$ cat config.mk
export PLATFORM = sky130hd
export DESIGN_NAME = regfile_pingpong_controller
export DESIGN_NICKNAME = d
export VERILOG_FILES = /design/src/rtl/regfile_pingpong_controller_pkg.sv /design/src/rtl/regfile_bank_state.sv /design/src/rtl/regfile_pingpong_controller_chk.sv /design/src/rtl/regfile_pingpong_controller.sv
export SDC_FILE = /design/constraint.sdc
export NUM_CORES = 1
export LEC_CHECK = 0
export ABC_AREA = 1
export CAP_MARGIN = 25
export CELL_PAD_IN_SITES_DETAIL_PLACEMENT = 1
export CELL_PAD_IN_SITES_GLOBAL_PLACEMENT = 2
export CORE_MARGIN = 4
export CORE_UTILIZATION = 27
export CTS_CLUSTER_DIAMETER = 60
export DETAILED_ROUTE_END_ITERATION = 12
export PLACE_DENSITY_LB_ADDON = 0.1
export SLEW_MARGIN = 40
export SYNTH_ARGS = -nofsm -noshare
export SYNTH_HDL_FRONTEND = slang
export SYNTH_SLANG_ARGS = --single-unit
$ cat constraint.sdc
create_clock -name clock -period 2.7 [get_ports clock]
set_clock_uncertainty 0.15 [all_clocks]
set_input_delay 0.405 -clock clock [delete_from_list [all_inputs] [get_ports clock]]
set_output_delay 0.405 -clock clock [all_outputs]
set_load 0.03 [all_outputs]
$ cat src/rtl/regfile_pingpong_controller_pkg.sv
// Shared types and sizing for the ping-pong register-file controller.
// Bank lifecycle: EMPTY -> FILLING -> FULL -> DRAINING -> EMPTY.
package regfile_pingpong_controller_pkg;

    localparam int ADDR_WIDTH_DEFAULT = 4;
    localparam int BLOCKS_PER_BANK    = 2 ** (ADDR_WIDTH_DEFAULT - 1);
    localparam int ENTRIES_PER_BANK   = 2 ** ADDR_WIDTH_DEFAULT;

    typedef enum logic [1:0] {
        BANK_EMPTY    = 2'd0,
        BANK_FILLING  = 2'd1,
        BANK_FULL     = 2'd2,
        BANK_DRAINING = 2'd3
    } bankState_t;

    function automatic logic isBankWritable(input bankState_t s);
        return (s == BANK_EMPTY) || (s == BANK_FILLING);
    endfunction

    function automatic logic isBankBusy(input bankState_t s);
        return (s == BANK_FULL) || (s == BANK_DRAINING);
    endfunction

endpackage

$ cat src/rtl/regfile_bank_state.sv
// Lifecycle state and captured block count of a single register-file bank.
module regfile_bank_state
    import regfile_pingpong_controller_pkg::*;
#(
    parameter int ADDR_WIDTH = ADDR_WIDTH_DEFAULT
) (
    input  logic                  clock,
    input  logic                  reset,
    input  logic                  fill,
    input  logic                  close,
    input  logic [ADDR_WIDTH-1:0] closeCount,
    input  logic                  drain,
    input  logic                  free,
    output bankState_t            state,
    output logic [ADDR_WIDTH-1:0] count
);

    bankState_t            state_r;
    bankState_t            stateNext_s;
    logic [ADDR_WIDTH-1:0] count_r;

    // Bank state register
    always_ff @(posedge clock) begin
        if (reset) begin
            state_r <= BANK_EMPTY;
        end else begin
            state_r <= stateNext_s;
        end
    end

    // Next-state decode; a one-block bank closes straight from EMPTY
    always_comb begin
        stateNext_s = state_r;
        case (state_r)
            BANK_EMPTY: begin
                if (close) begin
                    stateNext_s = BANK_FULL;
                end else if (fill) begin
                    stateNext_s = BANK_FILLING;
                end else begin
                    stateNext_s = BANK_EMPTY;
                end
            end
            BANK_FILLING: begin
                if (close) begin
                    stateNext_s = BANK_FULL;
                end else begin
                    stateNext_s = BANK_FILLING;
                end
            end
            BANK_FULL: begin
                if (drain) begin
                    stateNext_s = BANK_DRAINING;
                end else begin
                    stateNext_s = BANK_FULL;
                end
            end
            BANK_DRAINING: begin
                if (free) begin
                    stateNext_s = BANK_EMPTY;
                end else begin
                    stateNext_s = BANK_DRAINING;
                end
            end
            default: stateNext_s = BANK_EMPTY;
        endcase
    end

    // Block count captured when the writer closes the bank
    always_ff @(posedge clock) begin
        if (reset) begin
            count_r <= {ADDR_WIDTH{1'b0}};
        end else if (close) begin
            count_r <= closeCount;
        end else begin
            count_r <= count_r;
        end
    end

    // Outputs come straight from the registers
    always_comb begin
        state = state_r;
        count = count_r;
    end

endmodule

$ cat src/rtl/regfile_pingpong_controller_chk.sv
// Protocol checks for the ping-pong controller: no read/write bank collision.
module regfile_pingpong_controller_chk
    import regfile_pingpong_controller_pkg::*;
(
    input logic       clock,
    input logic       reset,
    input logic       writeEnable,
    input logic       writeBank,
    input logic       rdValid,
    input logic       readBank,
    input bankState_t readBankState
);

    collisionFree: assert property (@(posedge clock) disable iff (reset)
        !(writeEnable && rdValid && (writeBank == readBank)));

    readOnlyWhileDraining: assert property (@(posedge clock) disable iff (reset)
        rdValid |-> (readBankState == BANK_DRAINING));

endmodule

$ cat src/rtl/regfile_pingpong_controller.sv
// Ping-pong sequencer for the double-banked register file: the producer fills
// one bank while the consumer drains the other as even/odd entry pairs.
module regfile_pingpong_controller
    import regfile_pingpong_controller_pkg::*;
#(
    parameter int ADDR_WIDTH = ADDR_WIDTH_DEFAULT
) (
    input  logic                  clock,
    input  logic                  reset,
    input  logic                  wrValid,
    input  logic                  wrLast,
    output logic                  wrReady,
    output logic                  writeEnable,
    output logic                  writeBank,
    output logic [ADDR_WIDTH-2:0] writeAddrTransferBlock,
    output logic                  readBank,
    output logic [ADDR_WIDTH-1:0] readAddr0,
    output logic [ADDR_WIDTH-1:0] readAddr1,
    output logic                  rdValid,
    output logic                  rdLast,
    input  logic                  rdReady,
    output logic [1:0]            bankFull
);

    localparam int BW = ADDR_WIDTH - 1;
    localparam logic [BW-1:0] LAST_BLOCK = {BW{1'b1}};

    logic                  writeBank_r;
    logic [BW-1:0]         wrPtr_r;
    logic                  readBank_r;
    logic [BW-1:0]         pairPtr_r;
    logic                  rdValid_r;

    bankState_t            bankState_s [2];
    logic [ADDR_WIDTH-1:0] bankCount_s [2];

    logic                  wrReady_s;
    logic                  wrAccept_s;
    logic                  wrClose_s;
    logic                  drainStart_s;
    logic                  rdLast_s;
    logic                  rdAccept_s;
    logic                  rdFree_s;
    logic [BW-1:0]         pairNext_s;

    // Handshake decode for both sides
    always_comb begin
        wrReady_s    = isBankWritable(bankState_s[writeBank_r]);
        wrAccept_s   = wrValid & wrReady_s;
        wrClose_s    = wrAccept_s & (wrLast | (wrPtr_r == LAST_BLOCK));
        drainStart_s = (bankState_s[readBank_r] == BANK_FULL);
        rdLast_s     = rdValid_r &
                       ({1'b0, pairPtr_r} == (bankCount_s[readBank_r] - ADDR_WIDTH'(1)));
        rdAccept_s   = rdValid_r & rdReady;
        rdFree_s     = rdAccept_s & rdLast_s;
        if (rdAccept_s) begin
            pairNext_s = pairPtr_r + BW'(1);
        end else begin
            pairNext_s = pairPtr_r;
        end
    end

    // Write pointer and write-bank selection
    always_ff @(posedge clock) begin
        if (reset) begin
            writeBank_r <= 1'b0;
            wrPtr_r     <= {BW{1'b0}};
        end else if (wrClose_s) begin
            writeBank_r <= ~writeBank_r;
            wrPtr_r     <= {BW{1'b0}};
        end else if (wrAccept_s) begin
            writeBank_r <= writeBank_r;
            wrPtr_r     <= wrPtr_r + BW'(1);
        end else begin
            writeBank_r <= writeBank_r;
            wrPtr_r     <= wrPtr_r;
        end
    end

    // Pair pointer tracks the pair whose data is on the register-file outputs
    always_ff @(posedge clock) begin
        if (reset) begin
            readBank_r <= 1'b0;
            pairPtr_r  <= {BW{1'b0}};
            rdValid_r  <= 1'b0;
        end else if (rdFree_s) begin
            readBank_r <= ~readBank_r;
            pairPtr_r  <= {BW{1'b0}};
            rdValid_r  <= 1'b0;
        end else if (drainStart_s) begin
            readBank_r <= readBank_r;
            pairPtr_r  <= {BW{1'b0}};
            rdValid_r  <= 1'b1;
        end else begin
            readBank_r <= readBank_r;
            pairPtr_r  <= pairNext_s;
            rdValid_r  <= rdValid_r;
        end
    end

    for (genvar b = 0; b < 2; b++) begin : gBank
        regfile_bank_state #(
            .ADDR_WIDTH (ADDR_WIDTH)
        ) uBankState (
            .clock      (clock),
            .reset      (reset),
            .fill       (wrAccept_s && (writeBank_r == 1'(b))),
            .close      (wrClose_s && (writeBank_r == 1'(b))),
            .closeCount ({1'b0, wrPtr_r} + ADDR_WIDTH'(1)),
            .drain      (drainStart_s && (readBank_r == 1'(b))),
            .free       (rdFree_s && (readBank_r == 1'(b))),
            .state      (bankState_s[b]),
            .count      (bankCount_s[b])
        );
    end

    regfile_pingpong_controller_chk uChk (
        .clock         (clock),
        .reset         (reset),
        .writeEnable   (wrAccept_s),
        .writeBank     (writeBank_r),
        .rdValid       (rdValid_r),
        .readBank      (readBank_r),
        .readBankState (bankState_s[readBank_r])
    );

    // Port drive; read addresses lead the pair pointer by one accepted beat
    always_comb begin
        wrReady                = wrReady_s;
        writeEnable            = wrAccept_s;
        writeBank              = writeBank_r;
        writeAddrTransferBlock = wrPtr_r;
        readBank               = readBank_r;
        readAddr0              = {pairNext_s, 1'b0};
        readAddr1              = {pairNext_s, 1'b1};
        rdValid                = rdValid_r;
        rdLast                 = rdLast_s;
        bankFull               = 2'b00;
        for (int i = 0; i < 2; i++) begin
            bankFull[i] = isBankBusy(bankState_s[i]);
        end
    end

endmodule

==> impl_metrics.tcl, run 1 <==
set metrics [dict create \
    outcome "finished clean" \
    finalSetupTns_ps 0 \
    instances_no_fill 245 \
    grt_setup_unrepaired "false" \
    die_height_um 74.1 \
    cts_inserted_buffers 3 \
    hp-class "reg -> reg" \
    finish.net_count 205 \
    wl_met1_um 1450 \
    ant_nets 0 \
    p_leak_uw 0.000683 \
    worstSkewPairLatency_ps 260 \
    final_cell_mix "nand2_1, inv_1, dfxtp_1" \
    cts.sinks 21 \
    slowest_delay_ps 360 \
    routabilityCongestion 0.743 \
    syn_area_um2 1180 \
    finalWirelength_um 2980 \
    num_vias 1097 \
    io_pins 24 \
    crit_required_ps 2140 \
    seq_area_frac_synth_pct 35.6 \
    dpl.hpwl_um 2460 \
    cts_tree "done" \
    cp_cell_sequence "inv_1, nand2_1, nand2_2, ha_1, nand2_1, nand2_1, nor2_1, nand2_1, nor2_1, nand2_1, nor2_4, buf_4" \
    synth_nets 185 \
    top_layer_used "met4" \
    path_class "reg -> out" \
    die_w_um 74.1 \
    cp_common_cell "nand2_1" \
    max_clock_freq_mhz 395 \
    synthCells 176 \
    drt-pass1-iter-count 4 \
    area_growth_pct 23.5 \
    crit_path_end_kind "primary output" \
    cts_buffer_depth 2 \
    setup_viol 0 \
    drive_gt1_share_pct 10.3 \
    cts-root-buf "clkbuf_8" \
    yosys_warnings 0 \
    synth_area_per_cell_um2 6.71 \
    hold_viol_final 0 \
    layout_commonest_cell "nand2_1" \
    drtIter0Drc 10 \
    synth_cell_type_count 24 \
    final_max_slew_viol_count 0 \
    grt_pass1_wl_um 5030 \
    gr-usage-all-layers_pct 11.7 \
    antenna_cells 0 \
    crit_family "simple AND/OR/NAND/NOR gates" \
    ir_worst_vdd_uv 263 \
    critPathBufInv 2 \
    wl_met3_um 110 \
    nFillCells 553 \
    initial_core_util_pct 28.7 \
    coreArea_um2 4120 \
    critPathSlowestCell "dfxtp_1" \
    dp.cells 241 \
    postCtsHoldBufs 0 \
    route.detailed.drc 0 \
    h-tree-depth 1 \
    port_buffers 21 \
    antenna_found_initial 0 \
    grt_overflow_total 0 \
    start_kind "flop" \
    synth.ff_latch_count 21 \
    powerDensity_nw_per_um2 511 \
    path_clk_slew_ps 90 \
    cp.arrival_ps 1970 \
    period_minus_slack_ps 2530 \
    grt_max_degree 13 \
    min_period_over_period_pct 93.7 \
    first_global_vias 1055 \
    drv_cap 0 \
    wire_per_inst_um 12.2 \
    dieArea_um2 5500 \
    detail_route.vias_per_cell 4.48 \
    wl_met2_um 1390 \
    rows 23 \
    path_max_fanout 5 \
]
==> synthesized netlist by cell type <==
master,n,share of area [%]
a21oi_1,17,7.2
a31oi_1,1,0.53
buf_2,1,0.42
buf_4,5,3.2
buf_6,1,0.95
clkbuf_1,2,0.64
conb_1,2,0.64
dfxtp_1,21,36
ha_1,4,4.2
inv_1,31,9.9
nand2_1,43,14
nand2_2,4,2.1
nand2_4,1,0.95
nand3_1,4,1.7
nand3_2,1,0.85
nand4_1,2,1.1
nor2_1,14,4.4
nor2_4,2,1.9
o211ai_1,1,0.64
o21ai_0,13,5.5
o21ai_1,1,0.42
o21ai_2,1,0.74
or2_2,1,0.53
xor2_1,3,2.2
==> logic make-up (layout without fill, tap and decap cells) <==
logic type	Yosys count	after routing	share of synthesized area, %
buffers and inverters	40	59	15.0
other	2	2	0.636
AOI/OAI and AO/OA	34	34	15.0
and+or+nand+nor	72	72	27.2
adders and majority gates	4	4	4.24
xor gates and xnor gates	3	3	2.22
DFF	21	21	35.6
==> area by class of cell <==
type | count | area (um^2) | share of cell area, %
clock buffer | 3 | 41.3 | 2.83
clock inverter | 1 | 5.00 | 0.343
inverter | 31 | 116 | 7.98
multi-input combinational | 115 | 583 | 40.0
sequential | 21 | 420 | 28.8
tap | 50 | 62.6 | 4.29
timing repair buffer | 24 | 230 | 15.8
==> per-layer routing <==
layer | vias up | track usage, %
li1 | 577 | -
met1 | 502 | 15.5
met2 | 16 | 19.5
met3 | 2 | 2.84
met4 | 0 | 2.41
met5 | - | 0
==> state kept, by name, indices dropped and copies added, names as in the netlist <==
signal / cells
gBank.uBankState.state: 4
gBank.uBankState.count: 8
pairPtr_r: 3
readBank: 1
writeBank: 1
rdValid: 1
writeAddrTransferBlock: 3
==> tightest hold or removal path, stage by stage, from the launching register on <==
cell and delay [ps]:
dfxtp_1 300, inv_1 60, a21oi_1 50
==> worst paths after layout <==
check                                                   from  cells after the start  slack [ps]                            to
worst max-delay path                                readBank                     12         170                        rdLast
worst min register to register  gBank[0].uBankState.count[1]                      2         310  gBank[0].uBankState.count[1]
worst max register to register                      readBank                     16         560  gBank[0].uBankState.state[0]
worst min-delay path            gBank[0].uBankState.count[1]                      2         310  gBank[0].uBankState.count[1]
==> what timing repair did <==
action                     4_1_cts  5_1_grt
setup endpoints to repair        0        2
hold endpoints to repair         0        0
setup buffers                    0        0
gates resized for setup          0        2
==> through the flow <==
step           worst slack, ps  cell area, um^2  util [%]  hold slack [ps]  power (uW)
2_1_floorplan              343             1180         -              279         481
3_3_place_gp               134             1410      34.2              293         536
3_5_place_dp              87.4             1410      34.2              300         541
4_1_cts                   81.1             1450      35.3              314         766
5_1_grt                   29.5             1460      35.5              338         795
6_report                   170             1460      35.5              307         746
==> power breakdown <==
part,internal (uW),switching (uW),leakage [uW]
combinational,69.2,120,0.000486
sequential,328,13.3,0.000171
clock,103,112,0.0000255
(Power assumes the default switching activity.)
==> inputs of run 2 (changes only) <==
- REMOVE_ABC_BUFFERS: unset -> 1
==> run 2 against run 1 <==
  * Sequential cell count stayed put
  * Routed wire length increased by 2.9%
  * Count of clock-buffer cells in the layout up 1
  * Register-to-register slack got worse by 40 ps
  * Combinational power is essentially flat
  * Sequential share of layout area rose by 0.13 points
  * Critical path type unchanged
  * Largest cell class unchanged
  * Largest power group unchanged
==> impl_metrics.tcl, run 2 (synthesized netlist as in run 1, its figures left out) <==
set metrics [dict create \
    outcome "finished clean" \
    r2r_start "readBank" \
    worstSkewPairLatency_ps 260 \
    reg2reg_slack_ps 520 \
    layout_commonest_cell "nand2_1" \
    routabilityCongestion 0.766 \
    grt_max_degree 12 \
    die_w_um 74.1 \
    first_global_vias 1165 \
    instances_no_fill 245 \
    antenna_cells 0 \
    holdPathEnd "gBank[0].uBankState.count[0]" \
    use_met1_pct 15.6 \
    path_clk_slew_ps 80 \
    h-tree-depth 1 \
    cts_buffer_depth 2 \
    area_growth_pct 24.0 \
    setup_viol 0 \
    r2r_cells 17 \
    start_kind "flop" \
    detail_route.vias_per_cell 4.56 \
    cts_tree "done" \
    initial_core_util_pct 28.7 \
    grt_setup_unrepaired "false" \
    max_clock_freq_mhz 405 \
    ir_worst_vdd_uv 187 \
    postCtsHoldBufs 0 \
    drv_cap 0 \
    route.detailed.drc 0 \
    coreArea_um2 4120 \
    crit_path_end_kind "primary output" \
    finalSetupTns_ps 0 \
    powerDensity_nw_per_um2 509 \
    cts.sinks 21 \
    hold_viol_final 0 \
    top_usage_layer "met2" \
    cp.arrival_ps 1920 \
    finish.net_count 205 \
    hp-class "reg -> reg" \
    wire_per_inst_um 12.5 \
    gr-usage-all-layers_pct 12.1 \
    largest_reg_flops 8 \
    antenna_found_initial 0 \
    crit_start "readBank" \
    port_buffers 21 \
    p_leak_uw 0.000681 \
    drtIter0Drc 34 \
    grt.met2_usage_pct 20.5 \
    path_max_fanout 6 \
    dp.cells 240 \
    io_pins 24 \
    cts_inserted_buffers 3 \
    drive_gt1_share_pct 10.8 \
    final_max_slew_viol_count 0 \
    drt-pass1-iter-count 2 \
    path_class "reg -> out" \
    final_cell_mix "nand2_1, inv_1, dfxtp_1" \
    ant_nets 0 \
    hp-start "gBank[0].uBankState.count[0]" \
    period_minus_slack_ps 2470 \
    cts-root-buf "clkbuf_8" \
    die_height_um 74.1 \
    grt_use_met3_pct 2.16 \
    num_vias 1116 \
    min_period_over_period_pct 91.6 \
    whs_path_depth 2 \
    dieArea_um2 5500 \
    grt_overflow_total 0 \
    rows 23 \
    dpl.hpwl_um 2460 \
    r2r-end "gBank[0].uBankState.state[0]" \
    grt_pass1_wl_um 5220 \
    finalWirelength_um 3060 \
    crit_required_ps 2140 \
]
==> run 2: cell count changes in the layout (fill, tap and decap cells not counted), sizes merged <==
cell	delta
clkbuf	+1
clkinv	-1
==> run 2: per-layer routing <==
metal | part of all wire, % | routed length (um)
met5 | 0 | 0
met4 | 0.62 | 19
met3 | 3.1 | 95
met2 | 48 | 1480
met1 | 48 | 1470
==> run 2: cell type report <==
class                      instances  area, um^2
tap                               50        62.6
multi-input combinational        115         583
clock buffer                       4        45.0
fill                             536        2650
sequential                        21         424
timing repair buffer              24         234
inverter                          31         116
==> run 2: repair_timing <==
item | in CTS | in global routing
pin swaps | 0 | 1
setup buffers | 0 | 1
endpoints found under the setup margin | 1 | 3
gates resized for setup | 1 | 5
==> run 2: per-stage QoR <==
step / total power (uW) / util (%) / area (um^2) / hold WS [ps] / worst slack, ps
global route: 793 / 35.6 / 1470 / 341 / 55.5
floorplan: 473 / - / 1120 / 279 / 185
CTS: 766 / 35.1 / 1450 / 316 / 80.4
finish: 745 / 35.6 / 1470 / 314 / 228
global placement: 538 / 34.0 / 1400 / 294 / 138
detailed placement: 543 / 34.0 / 1400 / 303 / 94.0
==> run 2: worst max path at each step <==
stage                                               to  slack (ps)
after floorplan           gBank[1].uBankState.state[1]         180
after global placement                    readAddr1[2]         140
after detailed placement                  readAddr1[2]          90
after CTS                                 readAddr1[2]          80
after global routing                            rdLast          60
final                                           rdLast         230
==> run 2: worst max-delay path, cell delays in order, from the launching register on <==
cell and delay (ps):
dfxtp_4 390, inv_2 70, nand2_1 70, nand2_2 80, ha_1 320, nand2_1 80
nand2_1 50, nor2_1 90, nand2_1 60, nor2_1 80, nand2_1 90, nor2_4 140
buf_6 140
==> run 2: where the power goes <==
group / internal [uW] / leakage (uW) / switching [uW]
sequential: 327 / 0.000172 / 13.6
combinational: 69.6 / 0.000487 / 122
clock: 105 / 0.0000228 / 108
